$ cat src/rtl/lsu_ctrl.sv
// lsu_ctrl: single-outstanding load/store controller between EXU and a valid/ready data-memory bus.
module lsu_ctrl #(
    parameter int ADDR_W = 32,
    parameter int DATA_W = 32
) (
    input  logic              clk,
    input  logic              rst,
    input  logic              in_valid,
    output logic              in_ready,
    input  logic              mem_rd_en,
    input  logic              mem_wr_en,
    input  logic [2:0]        mem_op,
    input  logic [ADDR_W-1:0] addr,
    input  logic [DATA_W-1:0] wdata,
    output logic              out_valid,
    output logic [DATA_W-1:0] out_rdata,
    output logic              out_fault,
    output logic              req_valid,
    input  logic              req_ready,
    output logic [ADDR_W-1:0] req_addr,
    output logic              req_wen,
    output logic [3:0]        req_wmask,
    output logic [DATA_W-1:0] req_wdata,
    input  logic              resp_valid,
    input  logic [DATA_W-1:0] resp_rdata,
    output logic              resp_ready
);
    localparam logic [1:0] IDLE = 2'd0, REQ = 2'd1, RESP = 2'd2, DONE = 2'd3;

    logic [1:0]        state_q, state_d;
    logic [ADDR_W-1:0] addr_q, addr_d;
    logic [DATA_W-1:0] wdata_q, wdata_d;
    logic [2:0]        op_q, op_d;
    logic              rd_q, rd_d, wr_q, wr_d;
    logic [DATA_W-1:0] rdata_q, rdata_d;
    logic              fault_q, fault_d;
    logic              nop, bad;
    logic [1:0]        off;
    logic [DATA_W-1:0] s, ext;

    // Illegal encodings and misalignment are resolved at accept time so faults never touch the bus.
    assign nop = ~mem_rd_en & ~mem_wr_en;
    assign bad = (mem_rd_en & mem_wr_en) | (mem_op[1:0] == 2'b11) | (mem_op == 3'b110)
               | (mem_wr_en & mem_op[2]) | ((mem_op[1:0] == 2'b01) & addr[0])
               | ((mem_op[1:0] == 2'b10) & (addr[1:0] != 2'b00));

    assign off = addr_q[1:0];
    assign s   = resp_rdata >> {off, 3'b000};
    assign ext = op_q[1] ? s
               : op_q[0] ? {{(DATA_W-16){~op_q[2] & s[15]}}, s[15:0]}
               : {{(DATA_W-8){~op_q[2] & s[7]}}, s[7:0]};

    assign in_ready   = state_q == IDLE;
    assign req_valid  = state_q == REQ;
    assign resp_ready = state_q == RESP;
    assign out_valid  = state_q == DONE;
    assign out_rdata  = rdata_q;
    assign out_fault  = fault_q;
    assign req_addr   = {addr_q[ADDR_W-1:2], 2'b00};
    assign req_wen    = wr_q;
    assign req_wdata  = wdata_q << {off, 3'b000};
    assign req_wmask  = ~wr_q ? 4'b0000
                      : op_q[1] ? 4'b1111
                      : op_q[0] ? 4'b0011 << off
                      : 4'b0001 << off;

    always_comb begin
        state_d = state_q;
        addr_d  = addr_q;
        wdata_d = wdata_q;
        op_d    = op_q;
        rd_d    = rd_q;
        wr_d    = wr_q;
        rdata_d = rdata_q;
        fault_d = fault_q;
        if (state_q == IDLE && in_valid) begin
            addr_d  = addr;
            wdata_d = wdata;
            op_d    = mem_op;
            rd_d    = mem_rd_en;
            wr_d    = mem_wr_en;
            rdata_d = '0;
            fault_d = ~nop & bad;
            state_d = (nop | bad) ? DONE : REQ;
        end else if (state_q == REQ && req_ready) begin
            state_d = RESP;
        end else if (state_q == RESP && resp_valid) begin
            rdata_d = rd_q ? ext : '0;
            state_d = DONE;
        end else if (state_q == DONE) begin
            state_d = IDLE;
        end
    end

    always_ff @(posedge clk) begin
        if (rst) begin
            state_q <= IDLE;
            addr_q  <= '0;
            wdata_q <= '0;
            op_q    <= '0;
            rd_q    <= 1'b0;
            wr_q    <= 1'b0;
            rdata_q <= '0;
            fault_q <= 1'b0;
        end else begin
            state_q <= state_d;
            addr_q  <= addr_d;
            wdata_q <= wdata_d;
            op_q    <= op_d;
            rd_q    <= rd_d;
            wr_q    <= wr_d;
            rdata_q <= rdata_d;
            fault_q <= fault_d;
        end
    end
endmodule

$ cat config.mk
export PLATFORM = sky130hd
export DESIGN_NAME = lsu_ctrl
export DESIGN_NICKNAME = d
export VERILOG_FILES = /design/src/rtl/lsu_ctrl.sv
export SDC_FILE = /design/constraint.sdc
export NUM_CORES = 1
export LEC_CHECK = 0
export BUFFER_PORTS_ARGS = -buffer_cell sky130_fd_sc_hd__buf_2
export CAP_MARGIN = 20
export CORE_MARGIN = 5
export CORE_UTILIZATION = 35
export CTS_CLUSTER_SIZE = 14
export DETAILED_ROUTE_END_ITERATION = 10
export PLACE_DENSITY_LB_ADDON = 0.15
export SLEW_MARGIN = 20
export SYNTH_ARGS = -nofsm -noshare
export SYNTH_HDL_FRONTEND = slang
export SYNTH_SLANG_ARGS = --single-unit
export TNS_END_PERCENT = 20
$ cat constraint.sdc
create_clock -name clk -period 1.6 [get_ports clk]
set_input_delay 0.08 -clock clk [delete_from_list [all_inputs] [get_ports clk]]
set_output_delay 0.08 -clock clk [all_outputs]
set_load 0.01 [all_outputs]
==> results of run 1 <==
## worst max-delay path, stage by stage, from the launching register on
cell,delay (ps)
dfxtp_4,410
mux2_4,340
a32oi_4,190
a2111oi_4,110
buf_4,180
a221o_2,300
## where the power goes
part           internal [uW]  leakage, uW  switching [uW]
clock network           1300     0.000143             938
registers               2730     0.000849             111
logic                    750      0.00229             829
## per-layer routing
| metal | up-vias | GRT usage | wire (um) |
|---|---|---|---|
| li1 | 2568 | - | - |
| met1 | 2403 | 0.243 | 7240 |
| met2 | 205 | 0.318 | 7860 |
| met3 | 22 | 0.0660 | 1540 |
| met4 | 2 | 0.0488 | 241 |
| met5 | - | 0 | 11 |
## metrics by stage
step / std cells / setup TNS (ps) / hold slack (ps)
2_1_floorplan: 611 / -277 / 209
6_report: 1049 / -423 / 23.4
5_1_grt: 1048 / -1730 / 3.09
3_3_place_gp: 955 / -4170 / 320
4_1_cts: 1042 / -295 / 1.89
3_5_place_dp: 955 / -5870 / 325
## cell usage in the layout, fill, tap and decap left out, drive strengths merged, types with 7 or more instances in the layout
cell type	Yosys	layout
a32oi	8	8
a21oi	90	90
dfxtp	104	104
a211oi	8	8
nor2	22	22
and2	9	9
nand2	166	166
clkbuf	30	17
mux2	10	10
dlygate4sd3	0	68
mux2i	30	30
a221o	16	16
a22o	7	7
o21ai	19	19
nor2b	11	11
buf	48	248
## cell type report
class,count,area share
Timing Repair Buffer,319,0.297
Clock buffer,14,0.0358
Clock inverter,2,0.00509
Multi-Input combinational cell,428,0.347
Antenna cell,1,0.000340
Sequential cell,104,0.284
Inverter,1,0.000509
Tap cell,180,0.0306
## final timing paths
kind	startpoint	slack (ps)	cells after the start	to
max	addr_q[1]$_SDFFE_PP0P_	-50	5	out_rdata[28]$_SDFFE_PP0P_
min	mem_rd_en	20	3	rd_q$_SDFFE_PP0P_
max reg2reg	addr_q[1]$_SDFFE_PP0P_	-50	5	out_rdata[28]$_SDFFE_PP0P_
min reg2reg	addr_q[8]$_SDFFE_PP0P_	450	2	addr_q[8]$_SDFFE_PP0P_
## state kept, by name, indices dropped and copies added (netlist names)
signal     flops
out_rdata     32
op_q           3
out_fault      1
wdata_q       32
state_q        2
addr_q        32
rd_q           1
req_wen        1
## cells by family after synthesis
logic type             after synthesis
AO/OA/AOI/OAI                      158
XOR/XNOR                             1
AND/OR/NAND/NOR                    226
buffers and inverters               79
multiplexers                        41
other                                1
flip-flops                         104
## repair_timing
| action | CTS | global route |
|---|---|---|
| pin swaps | 6 | 2 |
| hold buffers | 68 | 0 |
| resized for setup | 20 | 36 |
| setup endpoints to repair | 52 | 81 |
| gates cloned | 0 | 4 |
| endpoints found under the hold margin | 68 | 0 |
| buffers inserted | 3 | 2 |
==> key figures, run 1 <==
Status
  • Outcome: complete, but fails checks
  • Violated checks: negative setup slack

Critical path
  • Worst endpoint data arrival time: 1880 ps
  • CP Data Required Time: 1830 ps
  • Path type of the worst setup path: flip-flop to flip-flop
  • Largest fanout on the critical path: 7
  • Startpoint type of the worst setup path: flip-flop
  • Endpoint type of the worst setup path: flip-flop

Logic synthesis
  • Cell area after technology mapping: 4980 um2
  • Number of instances in the synthesized netlist: 610
  • Fraction of synthesized cell area in xor and xnor cells: 0.00176
  • Main combinational cell family by area after synthesis: compound AO/OA/AOI/OAI gates
  • Sequential element share of the synthesized area: 0.418
  • Simple-Gate Fraction of Synth Area: 0.198
  • Post-synth ARST share: 0
  • Synth top area share: 0.418
  • Largest area contributor in the netlist: dfxtp_1
  • EDFF count, synth: 0
  • Most used flip-flop cell after synthesis: dfxtp_1
  • Leading cell types by count after synthesis: nand2_1, dfxtp_1, a21oi_1, buf_4
  • Mux contribution to synthesized area: 0.0873
  • Synth Area in Adders: 0
  • Synth Warn #: 0
  • Library cell with the highest instance count after synthesis: nand2_1
  • Biggest area contributors in the synthesized netlist: dfxtp_1, nand2_1, a21oi_1, mux2i_1, buf_4
  • Complex-gate fraction of the synthesized area: 0.203
  • Average size of a mapped cell: 8.17 um2
  • Number of register bits inferred by synthesis: 104
  • Post-synth cell types: 44

Die
  • Die span in x: 129 um
  • Number of primary I/O pins: 212
  • Die Outline Area: 16700 um2
  • Core area: 13900 um2
  • DIE HEIGHT: 129 um
  • Initial standard-cell utilization of the core: 0.358
  • Core Rows: 43

STA
  • Slew margin rel.: 0.662
  • Number of max-slew violations in the final report: 0
  • Setup WS post-layout: -51.4 ps
  • Setup skew after layout: 6.28 ps
  • Upper clock frequency limit: 606 MHz
  • Min cycle time layout: 1650 ps
  • Number of setup violations in the final report: 12
  • Setup repair after global routing missed its margin: yes
  • Worst-margin pin slew: 505 ps
  • Fin. Hold Viols: 0
  • Period Utilization, post-route: 1.03

Clock network
  • Clock transition time at the flip-flop clock pins of the worst setup and hold paths: 70 ps
  • Root Driver: clkbuf_16
  • Clock tree from TritonCTS: built
  • Clock tree sinks: 104
  • Number of buffers added by the clock tree synthesis step: 9
  • Source-to-sink clock delay at the later pin of the worst-skew pair: 350 ps
  • Longest Clk Path Bufs: 2
  • CTS HTree Levels: 3

Power and ir drop
  • Cell leakage power: 0.00329 uW
  • Total power per unit cell area: 904 nW/um2
  • Worst vdd ir: 623 uV
  • Post-layout power: 6660 uW

Placed design
  • Estimated wirelength of the detail-placed design: 11.5 mm
  • Instance area after placement: 6090 um2
  • Gpl congestion: 0.867
  • Dpl ws: -378 ps
  • PortBufs: 209

Route
  • WL/cell: 16.1 um
  • Iteration-0 DRC Markers: 271
  • # DRC: 0
  • Post-Route WL: 16.9 mm
  • Antenna viol nets, final: 0
  • Routed via count: 5200
  • Number of vias per cell: 4.96
  • Detailed-routing iteration count for the pre-antenna-repair pass: 5

Global routing
  • Pin count of the biggest net entering global routing: 45
  • Initial antenna violation count: 1
  • First-pass GRT wire length: 25.9 mm
  • Overall global routing resource usage: 0.193
  • Remaining Overflow, GRT: 0
  • Via count of the first global-routing pass: 5112

Layout
  • FF+latch area: 2090 um2
  • Final core area utilization: 0.529
  • Multi-input logic area: 2560 um2
  • Post-route standard cell area excluding fillers: 7370 um2
  • Synthesis-to-layout area growth: 47.8%
  • Filler cell count: 1344
  • # nets final: 969
  • Proportion of layout cells with a drive suffix above 1: 0.363

Run
  • Max Cap Violations: 0

Worst hold path
  • Tightest Hold Check Type: input port to flip-flop
No activity file was read; power rests on OpenSTA's default activity.
==> run 2: changes to the inputs <==
--- a/config.mk
+++ b/config.mk
@@ -11,7 +11,8 @@
 export CORE_UTILIZATION = 35
 export CTS_CLUSTER_SIZE = 14
 export DETAILED_ROUTE_END_ITERATION = 10
-export PLACE_DENSITY_LB_ADDON = 0.15
+export PLACE_DENSITY_LB_ADDON = 0.08
+export REMOVE_ABC_BUFFERS = 1
 export SLEW_MARGIN = 20
 export SYNTH_ARGS = -nofsm -noshare
 export SYNTH_HDL_FRONTEND = slang
==> run 2 against run 1 <==
Effect of this change: the run still ends with negative setup slack left; sequential share of layout area decreased by 0.62 points; via count increased by 0.56%; final area increased by 2.3%; cell count increased by 0.86%; sequential power about the same; hold slack got worse by 4.3 ps; clock skew decreased by 1.7 ps; fmax increased by 0.77%; register-to-register slack about the same; clock power decreased by 7%; critical endpoint is now out_rdata[21]$_SDFFE_PP0P_.
==> key figures, run 2 (synthesis results as in run 1) <==
Power and ir drop
  • Worst vdd ir: 459 uV (was 623 uV)
  • Cell leakage power: 0.00335 uW (was 0.00329 uW)
  • Total power per unit cell area: 874 nW/um2 (was 904 nW/um2)

STA
  • Worst-margin pin slew: 788 ps (was 505 ps)
  • Setup skew after layout: 4.54 ps (was 6.28 ps)
  • Number of setup violations in the final report: 12 (unchanged)
  • Fin. Hold Viols: 0 (unchanged)
  • Number of max-slew violations in the final report: 0 (unchanged)
  • Setup repair after global routing missed its margin: yes (unchanged)
  • Slew margin rel.: 0.474 (was 0.662)
  • Min cycle time layout: 1640 ps (was 1650 ps)
  • Period Utilization, post-route: 1.02 (was 1.03)
  • Upper clock frequency limit: 610 MHz (was 606 MHz)
  • Setup WS post-layout: -38.7 ps (was -51.4 ps)

Layout
  • Most frequent standard cell in the layout excluding fill and tap cells: buf_2 (unchanged)
  • Ant. Diodes: 0 (was 1)
  • Proportion of layout cells with a drive suffix above 1: 0.378 (was 0.363)
  • Commonest non-fill, non-tap cells in the layout: buf_2, nand2_1, dfxtp_1 (unchanged)
  • FF+latch area: 2090 um2 (about the same)
  • # nets final: 980 (was 969)
  • Final core area utilization: 0.541 (was 0.529)
  • Multi-input logic area: 2650 um2 (was 2560 um2)
  • Synthesis-to-layout area growth: 51.3% (was 47.8%)
  • Post-route standard cell area excluding fillers: 7540 um2 (was 7370 um2)
  • Layout Cells excl Fill: 1058 (was 1049)
  • Filler cell count: 1328 (was 1344)

Worst hold path
  • WHS Path Cells: 3 (unchanged)
  • Worst hold start: in_valid (was mem_rd_en)
  • Worst Hold Endpoint: state_q[1]$_SDFFE_PP0P_ (was rd_q$_SDFFE_PP0P_)
  • Tightest Hold Check Type: input port to flip-flop (unchanged)

Clock network
  • Clock tree sinks: 104 (unchanged)
  • Number of buffers added by the clock tree synthesis step: 9 (unchanged)
  • Longest Clk Path Bufs: 2 (unchanged)
  • Clock transition time at the flip-flop clock pins of the worst setup and hold paths: 70 ps (about the same)
  • Root Driver: clkbuf_16 (unchanged)
  • CTS HTree Levels: 3 (unchanged)
  • Source-to-sink clock delay at the later pin of the worst-skew pair: 350 ps (about the same)
  • Clock tree from TritonCTS: built (unchanged)

Global routing
  • Overall global routing resource usage: 0.199 (was 0.193)
  • Pin count of the biggest net entering global routing: 71 (was 45)
  • Via count of the first global-routing pass: 5253 (was 5112)
  • First-pass GRT wire length: 26.4 mm (was 25.9 mm)
  • Remaining Overflow, GRT: 0 (unchanged)
  • Initial antenna violation count: 0 (was 1)

Route
  • # DRC: 0 (unchanged)
  • Iteration-0 DRC Markers: 250 (was 271)
  • Post-Route WL: 17.4 mm (was 16.9 mm)
  • Number of vias per cell: 4.94 (was 4.96)
  • Detailed-routing iteration count for the pre-antenna-repair pass: 5 (unchanged)
  • WL/cell: 16.5 um (was 16.1 um)
  • Antenna viol nets, final: 0 (unchanged)
  • Routed via count: 5229 (was 5200)

Critical path
  • Path type of the worst setup path: flip-flop to flip-flop (unchanged)
  • Startpoint type of the worst setup path: flip-flop (unchanged)
  • Endpoint of the worst register-to-register path: out_rdata[21]$_SDFFE_PP0P_ (was out_rdata[28]$_SDFFE_PP0P_)
  • Number of cells traversed by the worst register-to-register path: 5 (unchanged)
  • Endpoint type of the worst setup path: flip-flop (unchanged)
  • Slack of the worst reg-to-reg path: -40 ps (was -50 ps)
  • Largest fanout on the critical path: 6 (was 7)
  • CP Data Required Time: 1830 ps (about the same)
  • Critical register-to-register path startpoint: addr_q[1]$_SDFFE_PP0P_ (unchanged)
  • Worst endpoint data arrival time: 1870 ps (was 1880 ps)

Placed design
  • Dpl ws: -281 ps (was -378 ps)
  • Instance area after placement: 6070 um2 (was 6090 um2)
  • Number of placed cells counting well taps: 953 (was 955)
  • Estimated wirelength of the detail-placed design: 11.4 mm (was 11.5 mm)
  • PortBufs: 209 (unchanged)
  • Gpl congestion: 0.788 (was 0.867)

Die
  • Core Rows: 43 (unchanged)
  • Number of primary I/O pins: 212 (unchanged)
  • Die span in x: 129 um (unchanged)
  • DIE HEIGHT: 129 um (unchanged)
  • Die Outline Area: 16700 um2 (unchanged)
  • Initial standard-cell utilization of the core: 0.358 (unchanged)
  • Core area: 13900 um2 (unchanged)

Status
  • Outcome: complete, but fails checks (unchanged)
  • Violated checks: negative setup slack (unchanged)

Run
  • Max Cap Violations: 0 (unchanged)
run 2: layout make-up:
| type | instances | share of cell area |
|---|---|---|
| clock inverter | 3 | 0.00232 |
| inverter | 1 | 0.000498 |
| multi-input combinational | 429 | 0.351 |
| clock buffer | 12 | 0.0340 |
| tap | 180 | 0.0299 |
| sequential | 104 | 0.277 |
| timing repair buffer | 329 | 0.305 |
run 2: repair_timing:
| action | CTS | global route |
|---|---|---|
| pin swaps | 5 | 8 |
| endpoints found under the setup margin | 105 | 60 |
| setup buffers | 7 | 2 |
| hold endpoints to repair | 76 | 0 |
| gates resized for setup | 29 | 51 |
| cloned | 3 | 2 |
| hold buffers | 76 | 0 |
run 2: metrics by stage:
step / hold slack, ps / TNS (ps) / total power (uW)
3_5_place_dp: 326 / -13950 / 4210
6_report: 19.1 / -200 / 6590
4_1_cts: 8.51 / -521 / 6540
2_1_floorplan: 149 / -352890 / 3580
3_3_place_gp: 320 / -10510 / 4190
5_1_grt: 13.3 / -1920 / 6930
run 2: worst max-delay path by stage:
stage | startpoint | endpoint | slack, ps | cells after the start
after floorplan | state_q[1]$_SDFFE_PP0P_ | out_rdata[21]$_SDFFE_PP0P_ | -4180 | 3
after global placement | state_q[0]$_SDFFE_PP0P_ | out_rdata[15]$_SDFFE_PP0P_ | -370 | 5
after detailed placement | state_q[1]$_SDFFE_PP0P_ | out_fault$_SDFFE_PP0P_ | -280 | 5
after CTS | addr_q[1]$_SDFFE_PP0P_ | req_wdata[20] | -50 | 5
after global routing | addr_q[1]$_SDFFE_PP0P_ | out_rdata[22]$_SDFFE_PP0P_ | -80 | 5
final | addr_q[1]$_SDFFE_PP0P_ | out_rdata[21]$_SDFFE_PP0P_ | -40 | 5
run 2: metal layers:
metal  vias to the layer above  track usage  routed length, um
met5                         -            0                  0
met4                         0       0.0840                357
met3                        28       0.0515               1340
met2                       196        0.332               8090
met1                      2407        0.244               7660
li1                       2598            -                  -
run 2: where the power goes:
group          leakage, uW  internal, uW  switching [uW]  total [uW]
clock             0.000134          1130             962        2090
sequential        0.000850          2730             114        2850
combinational      0.00236           793             858        1650
total              0.00335          4660            1930        6590
run 2: critical path, cell delays in order, from the launching register on:
cell and delay (ps):
dfxtp_4 410, mux2_4 330, a32oi_4 190, a2111oi_4 120
buf_4 180, a221o_2 300
